===== config.mk =====
export PLATFORM = sky130hd
export DESIGN_NAME = ilf_deser_sp
export DESIGN_NICKNAME = d
export VERILOG_FILES = /design/src/rtl/ilf_deser_sp.sv
export SDC_FILE = /design/constraint.sdc
export NUM_CORES = 1
export LEC_CHECK = 0
export BUFFER_PORTS_ARGS = -buffer_cell sky130_fd_sc_hd__buf_2
export CORE_AREA = 2 2 39 41
export DETAILED_ROUTE_END_ITERATION = 6
export DIE_AREA = 0 0 41 43
export GPL_ROUTABILITY_DRIVEN = 1
export HOLD_SLACK_MARGIN = 0.03
export MAX_ROUTING_LAYER = met4
export PLACE_DENSITY = 0.52
export RECOVER_POWER = 100
export SYNTH_ARGS = -nofsm -noshare
export SYNTH_HDL_FRONTEND = slang
export SYNTH_SLANG_ARGS = --single-unit

===== constraint.sdc =====
create_clock -name CK -period 1.5 [get_ports CK]
set_clock_uncertainty 0.05 [all_clocks]
set_input_delay 0.15 -clock CK [delete_from_list [all_inputs] [get_ports CK]]
set_output_delay 0.15 -clock CK [all_outputs]
set_load 0.005 [all_outputs]

===== src/rtl/ilf_deser_sp.sv =====
// Per-lane input capture followed by a serial-to-parallel gearbox.
// Lanes share the bit counter, sample enable and bit-slip control.
module ilf_deser_sp #(
  parameter int    WIDTH     = 1,
  parameter int    RATIO     = 4,
  parameter bit    LSB_FIRST = 1'b1,
  parameter string REGSET    = "RESET",
  parameter string GSR       = "ENABLED"
) (
  input  logic                       CK,
  input  logic                       CD,
  input  logic [WIDTH-1:0]           D,
  input  logic                       SP,
  input  logic                       SLIP,
  output logic [WIDTH*RATIO-1:0]     Q,
  output logic                       QVALID,
  output logic [$clog2(RATIO)-1:0]   PHASE
);

  localparam int            CW      = $clog2(RATIO);
  localparam logic [CW-1:0] LAST    = CW'(RATIO - 1);
  localparam bit            FILL    = (REGSET == "SET");
  localparam bit            HAS_GSR = (GSR == "ENABLED");

  if (WIDTH < 1 || WIDTH > 16) begin : g_bad_width
    $error("ilf_deser_sp: WIDTH must be in 1..16");
  end
  if (RATIO < 2 || RATIO > 8) begin : g_bad_ratio
    $error("ilf_deser_sp: RATIO must be in 2..8");
  end
  if (REGSET != "SET" && REGSET != "RESET") begin : g_bad_regset
    $error("ilf_deser_sp: REGSET must be \"SET\" or \"RESET\"");
  end
  if (GSR != "ENABLED" && GSR != "DISABLED") begin : g_bad_gsr
    $error("ilf_deser_sp: GSR must be \"ENABLED\" or \"DISABLED\"");
  end

  logic [CW-1:0]          cnt;
  logic                   qvalid;
  logic [WIDTH-1:0]       d1;
  logic [WIDTH*RATIO-1:0] sr;
  logic [WIDTH*RATIO-1:0] sr_next;
  logic [WIDTH*RATIO-1:0] q;
  logic                   complete;

  // A slipped bit is still shifted in; only the counter holds, so the
  // word boundary moves one accepted bit later.
  assign complete = SP && !SLIP && (cnt == LAST);

  // NOTE: assigning a default before the loop keeps this purely
  // combinational; a missing default on any path would infer a latch.
  always_comb begin
    sr_next = sr;
    for (int l = 0; l < WIDTH; l++) begin
      if (LSB_FIRST)
        sr_next[l*RATIO +: RATIO] = {d1[l], sr[l*RATIO+1 +: RATIO-1]};
      else
        sr_next[l*RATIO +: RATIO] = {sr[l*RATIO +: RATIO-1], d1[l]};
    end
  end

  // NOTE: sequential state uses non-blocking assignments so every
  // register samples pre-edge values regardless of statement order.
  always_ff @(posedge CK or posedge CD) begin
    if (CD) begin
      cnt    <= '0;
      qvalid <= 1'b0;
    end else begin
      qvalid <= complete;
      if (SP && !SLIP)
        cnt <= (cnt == LAST) ? '0 : cnt + CW'(1);
    end
  end

  // NOTE: whether the data path is reset is a parameter choice; without
  // it the data registers simply freeze while CD is high.
  if (HAS_GSR) begin : g_data_rst
    always_ff @(posedge CK or posedge CD) begin
      if (CD) begin
        d1 <= {WIDTH{FILL}};
        sr <= {(WIDTH*RATIO){FILL}};
        q  <= {(WIDTH*RATIO){FILL}};
      end else begin
        d1 <= D;
        if (SP)       sr <= sr_next;
        if (complete) q  <= sr_next;
      end
    end
  end else begin : g_data_hold
    always_ff @(posedge CK) begin
      if (!CD) begin
        d1 <= D;
        if (SP)       sr <= sr_next;
        if (complete) q  <= sr_next;
      end
    end
  end

  assign Q      = q;
  assign QVALID = qvalid;
  assign PHASE  = cnt;

endmodule


==> flow_summary.ini, run 1 <==
[run_status]
status = completed

[setup_path]
crit_path_top_delay_cell = dfrtp_1
r2r_start = PHASE[0]
reg2reg_depth = 3
cp-endpoint = Q[3]
rr_endpoint = Q[3]
crit_chain = ha_1 -> nand3b_4 -> mux2_1
regToRegSetupSlack_ns = 0.24
crit_fanout = 5
crit_path_end_kind = register
crit_path_max_incr_delay_ns = 0.40
critPathLaunch = PHASE[0]
crit_arrival_ns = 1.36
path_class = register to register
startpoint_type = register
required_ns = 1.60

[cells_and_area]
area_growth_pct = 22.8
drive_above_1_share_pct = 41.9
seq_area_um2 = 275
fill_cells = 143
finalNonFillerCells = 59
multi_input_area_um2 = 151
layout.nets = 50
num_antenna_cells = 0
postLayoutCoreUtil_pct = 39.9

[grt]
overflow = 0
antenna_found_initial = 0
grt_pass1_vias = 242
track_usage_pct = 10.8
grt_max_degree = 12
grt_pass1_wl_um = 1120

[sta]
slew_viol_final = 0
finalSetupViolCount = 0
clock.fmax_ghz = 0.792
hold-worst-slack_ns = 0.184
grt_setup_unrepaired = no
finalCriticalPeriod_ns = 1.26
tns_ns = 0
layout_worst_path_cycle_share_pct = 84.2
relSlewSlack_pct = 72.9
worst_pin_slew_ns = 0.406
final_hold_viol_count = 0

[floorplan]
floorplan.initialDensity_pct = 32.5
io-pin-count = 12
num_rows = 14
die_h_um = 43
dieArea_um2 = 1760
die_w_um = 41
core_area_um2 = 1380

[clocking]
clockBufferDepth = 2
tritoncts = built
cts_made_buffers = 3
cts.sink_count = 11
insertion_delay_ns = 0.27
cts_resized = 0
htree_levels = 1
cts_root_buf = clkbuf_4
postCtsSetupRepairBufs = 0
clkSlewWorstSetupHoldPaths_ns = 0.07

[routing]
via_count = 257
ant_nets = 0
routed_wl_um = 669
viasPerCell = 4.36
drt_iter0_markers = 0
drc = 0
wl_per_cell_um = 11.3
dr.pass1.iters = 1

[yosys]
synthArstFlopShare_pct = 100
ys_seq_area_share_pct = 61.3
syn_nets = 32
synthTopCellsByCount = 11 x dfrtp_1, 5 x mux2_2, 4 x mux2_4
syn_area_um2 = 449
synth_cell_type_count = 8
syn_area_per_cell_um2 = 17.3
synth-edff-count = 0
syn-instance-count = 26
synthMostInstantiatedCell = dfrtp_1
yosys.area.top_type = dfrtp_1
yosysWarnings = 0
synth_ff_type = dfrtp_1
ys_ff_latch = 11
synth.area.top_cells = dfrtp_1 61%, mux2_4 13%, mux2_2 13%
yosysTopAreaCellShare_pct = 61.3

[placement]
dp_cells = 53
port-buffer-count = 11
place.gp.congestion = 0.662

[power]
powerDensity_nw_per_um2 = 1620
max-vdd-ir-drop_mv = 0.788
p_leak_nw = 0.282

[job]
drv_cap = 0

[min_path]
min_path_type = primary input to register
[power breakdown]
part           internal, mW  leakage, nW  switching [mW]
logic                 0.142        0.134           0.103
registers             0.395        0.133          0.0559
clock network         0.103       0.0150          0.0969
[cell type report]
cell class                 instances  share of cell area, %
multi-input combinational         13                   27.4
timing repair buffer              13                   12.9
inverter                           2                   1.36
tap                               16                   3.63
sequential                        11                   49.9
clock buffer                       4                   4.76
[how the worst min path moves through the flow]
stage,start,to,slack [ns],cells past startpoint
4_1_cts,SP,sr[3],0.19,2
6_report,SP,QVALID,0.18,3
5_1_grt,SP,QVALID,0.19,3
3_5_place_dp,CD,Q[3],0.11,2
2_1_floorplan,CD,PHASE[0],-0.05,1
3_3_place_gp,CD,Q[3],0.09,2
[cells in the final DEF, fill, tap and decap left out]
cell type,synthesis,final
ha_1,1,1
nor2b_4,1,1
dfrtp_1,11,11
nand3b_4,1,1
buf_1,0,1
dlygate4sd3_1,0,2
mux2_1,0,4
clkbuf_1,0,3
nor2_1,1,1
inv_1,2,2
buf_2,0,8
clkbuf_4,0,3
mux2_2,5,5
[routing by layer]
layer	GRT usage [%]	wire, µm	vias to the layer above
met4	10.0	0	0
met5	-	0	-
li1	-	-	121
met2	12.8	334	6
met3	6.28	46	0
met1	11.9	288	130
[stage by stage]
stage / area [µm²] / power (mW) / worst slack (ns)
final: 552 / 0.896 / 0.237
after global routing: 552 / 0.971 / 0.203
after CTS: 571 / 0.972 / 0.238
after detailed placement: 524 / 0.765 / 0.247
after global placement: 524 / 0.752 / 0.273
after floorplan: 449 / 0.644 / 0.276
[sequential cells by signal, indices dropped and copies added (netlist names)]
name,flops
sr,3
d1,1
QVALID,1
PHASE,2
Q,4
[critical path: cells and delay by family (launching register included)]
kind | cells | cell delay, ns
adder cells (fa/ha/maj) | 1 | 0.25
flip-flops | 1 | 0.40
multiplexers | 1 | 0.32
AND/OR/NAND/NOR | 1 | 0.12
[cells by family (layout without fill, tap and decap cells)]
group,after synthesis,after routing,share of synthesized area [%]
flops,11,11,61.3
simple gates,3,3,8.36
mux,9,9,25.9
buf+inv,2,19,1.67
fa+ha+maj,1,1,2.79
[timing repair]
action | CTS | global route
hold buffers | 2 | 0
hold endpoints to repair | 12 | 0
endpoints found under the setup margin | 0 | 0
Power figures use the tool's default switching activity.
==> inputs of run 2 (changes only) <==
- PLACE_DENSITY: 0.52 -> 0.54
- clock period: 1.5 -> 1.12 ns (I/O delays scaled with it)
==> flow_summary.ini, run 2 (same netlist as run 1, synthesis figures left out) <==
[sta]
clock.fmax_ghz = 0.838
relSlewSlack_pct = 73.0
slew_viol_final = 0
setup_ws_ns = -0.0730
finalSetupViolCount = 5
hold-worst-slack_ns = 0.144
final_hold_viol_count = 0
finalCriticalPeriod_ns = 1.19
worst_pin_slew_ns = 0.405
grt_setup_unrepaired = yes
layout_worst_path_cycle_share_pct = 107

[clocking]
cts.sink_count = 11
tritoncts = built
cts_root_buf = clkbuf_4
clockBufferDepth = 2
insertion_delay_ns = 0.27
cts_made_buffers = 3
htree_levels = 1
clkSlewWorstSetupHoldPaths_ns = 0.07

[grt]
grt_max_degree = 12
antenna_found_initial = 0
grt_pass1_vias = 282
grt_pass1_wl_um = 1170
overflow = 0
track_usage_pct = 10.7

[power]
powerDensity_nw_per_um2 = 2380
max-vdd-ir-drop_mv = 1.09
p_leak_nw = 0.330
p_seq_share_pct = 42.3
combPwrFrac_pct = 38.8
clock_power_share_pct = 18.8
switchingPower_mw = 0.415
internal-power_mw = 1.05
switching_share_pct = 28.4

[setup_path]
crit_fanout = 5
crit_chain = ha_4 -> nand3b_4 -> mux2_4
crit_path_max_incr_delay_ns = 0.42
required_ns = 1.23
crit_path_top_delay_cell = dfrtp_1
critPathTopFamily = flip-flops
path_class = register to register
startpoint_type = register
crit_arrival_ns = 1.30
crit_path_end_kind = register
crit_buf_inv = 0

[cells_and_area]
postLayoutCoreUtil_pct = 44.5
final_area_um2 = 616
largest_reg_flops = 4
num_antenna_cells = 0
seq_area_um2 = 275
layout_common_cells = 11 x dfrtp_1, 11 x buf_2, 5 x mux2_4, 4 x mux2_2, 3 x clkbuf_4
finalNonFillerCells = 62
multi_input_area_um2 = 185
area_growth_pct = 37.0
fill_cells = 137
drive_above_1_share_pct = 65.2
layout.nets = 53

[placement]
hpwl_um = 545
place_area_um2 = 542
dp_cells = 55
port-buffer-count = 11
post-place-ws_ns = -0.0625
place.gp.congestion = 0.673

[floorplan]
core_area_um2 = 1380
die_h_um = 43
dieArea_um2 = 1760
num_rows = 14
io-pin-count = 12
die_w_um = 41
floorplan.initialDensity_pct = 32.5

[routing]
wl_met2_um = 401
viasPerCell = 4.27
met3_length_um = 44
via_count = 265
routed_wl_um = 756
drt_iter0_markers = 1
routed.top_layer = met3
dr.pass1.iters = 2
drt-met1-wl_um = 310
ant_nets = 0
drc = 0
wl_per_cell_um = 12.2

[run_status]
status = complete, but fails checks
violations = negative setup slack

[min_path]
min_path_type = primary input to register

[job]
drv_cap = 0
## run 2: cell count changes in the layout (fill, tap and decap cells not counted)
| cell | delta |
|---|---|
| nor2_1 | -1 |
| ha_1 | -1 |
| mux2_1 | -4 |
| clkbuf_1 | -2 |
| buf_4 | +2 |
| mux2_2 | -1 |
| buf_2 | +3 |
| buf_1 | -1 |
| mux2_4 | +5 |
| buf_6 | +1 |
| ha_4 | +1 |
| nor2_2 | +1 |
## run 2: path summary, 6_finish.rpt
check | from | to | slack, ns | cells past startpoint
hold reg to reg | sr[1] | Q[0] | 0.46 | 1
min in group asynchronous | CD | Q[2] | 0.31 | 3
max in group asynchronous | CD | sr[1] | 0.43 | 3
setup reg to reg | PHASE[1] | Q[1] | -0.07 | 3
setup / recovery | PHASE[1] | Q[1] | -0.07 | 3
hold / removal | SP | QVALID | 0.14 | 3
## run 2: area by class of cell
class                   count  area share [%]
inverters                   2            1.22
multi-input cells          13            30.1
repair buffers             16            16.5
clock buffers               4            4.27
well taps                  16            3.25
flip-flops and latches     11            44.7
## run 2: through the flow
step	TNS (ns)	power (mW)
global placement	-0.127	1.07
floorplan	-0.211	0.869
detailed placement	-0.237	1.10
finish	-0.283	1.46
CTS	-0.292	1.40
global route	-0.460	1.56
## run 2: power groups by stage
stage | combinational (mW) | sequential [mW] | clock [mW]
after floorplan | 0.246 | 0.623 | 0
after global placement | 0.464 | 0.604 | 0
after detailed placement | 0.481 | 0.614 | 0
after CTS | 0.513 | 0.605 | 0.281
after global routing | 0.619 | 0.636 | 0.309
final | 0.568 | 0.619 | 0.276
## run 2: routing by layer
metal  track usage, %  vias to the layer above
li1                 -                      126
met1             12.2                      132
met2             15.0                        7
met3             3.14                        0
met4             8.00                        0
met5                -                        -
## run 2: what timing repair did
item,4_1_cts,5_1_grt
endpoints found under the hold margin,12,0
resized for setup,0,4
buffers inserted,1,0
setup endpoints to repair,4,5
hold buffers,2,0
## run 2: worst register-to-register path, cell delays in order, from the launching register on
cell,delay (ns)
dfrtp_1,0.42
ha_4,0.19
nand3b_4,0.11
mux2_4,0.31
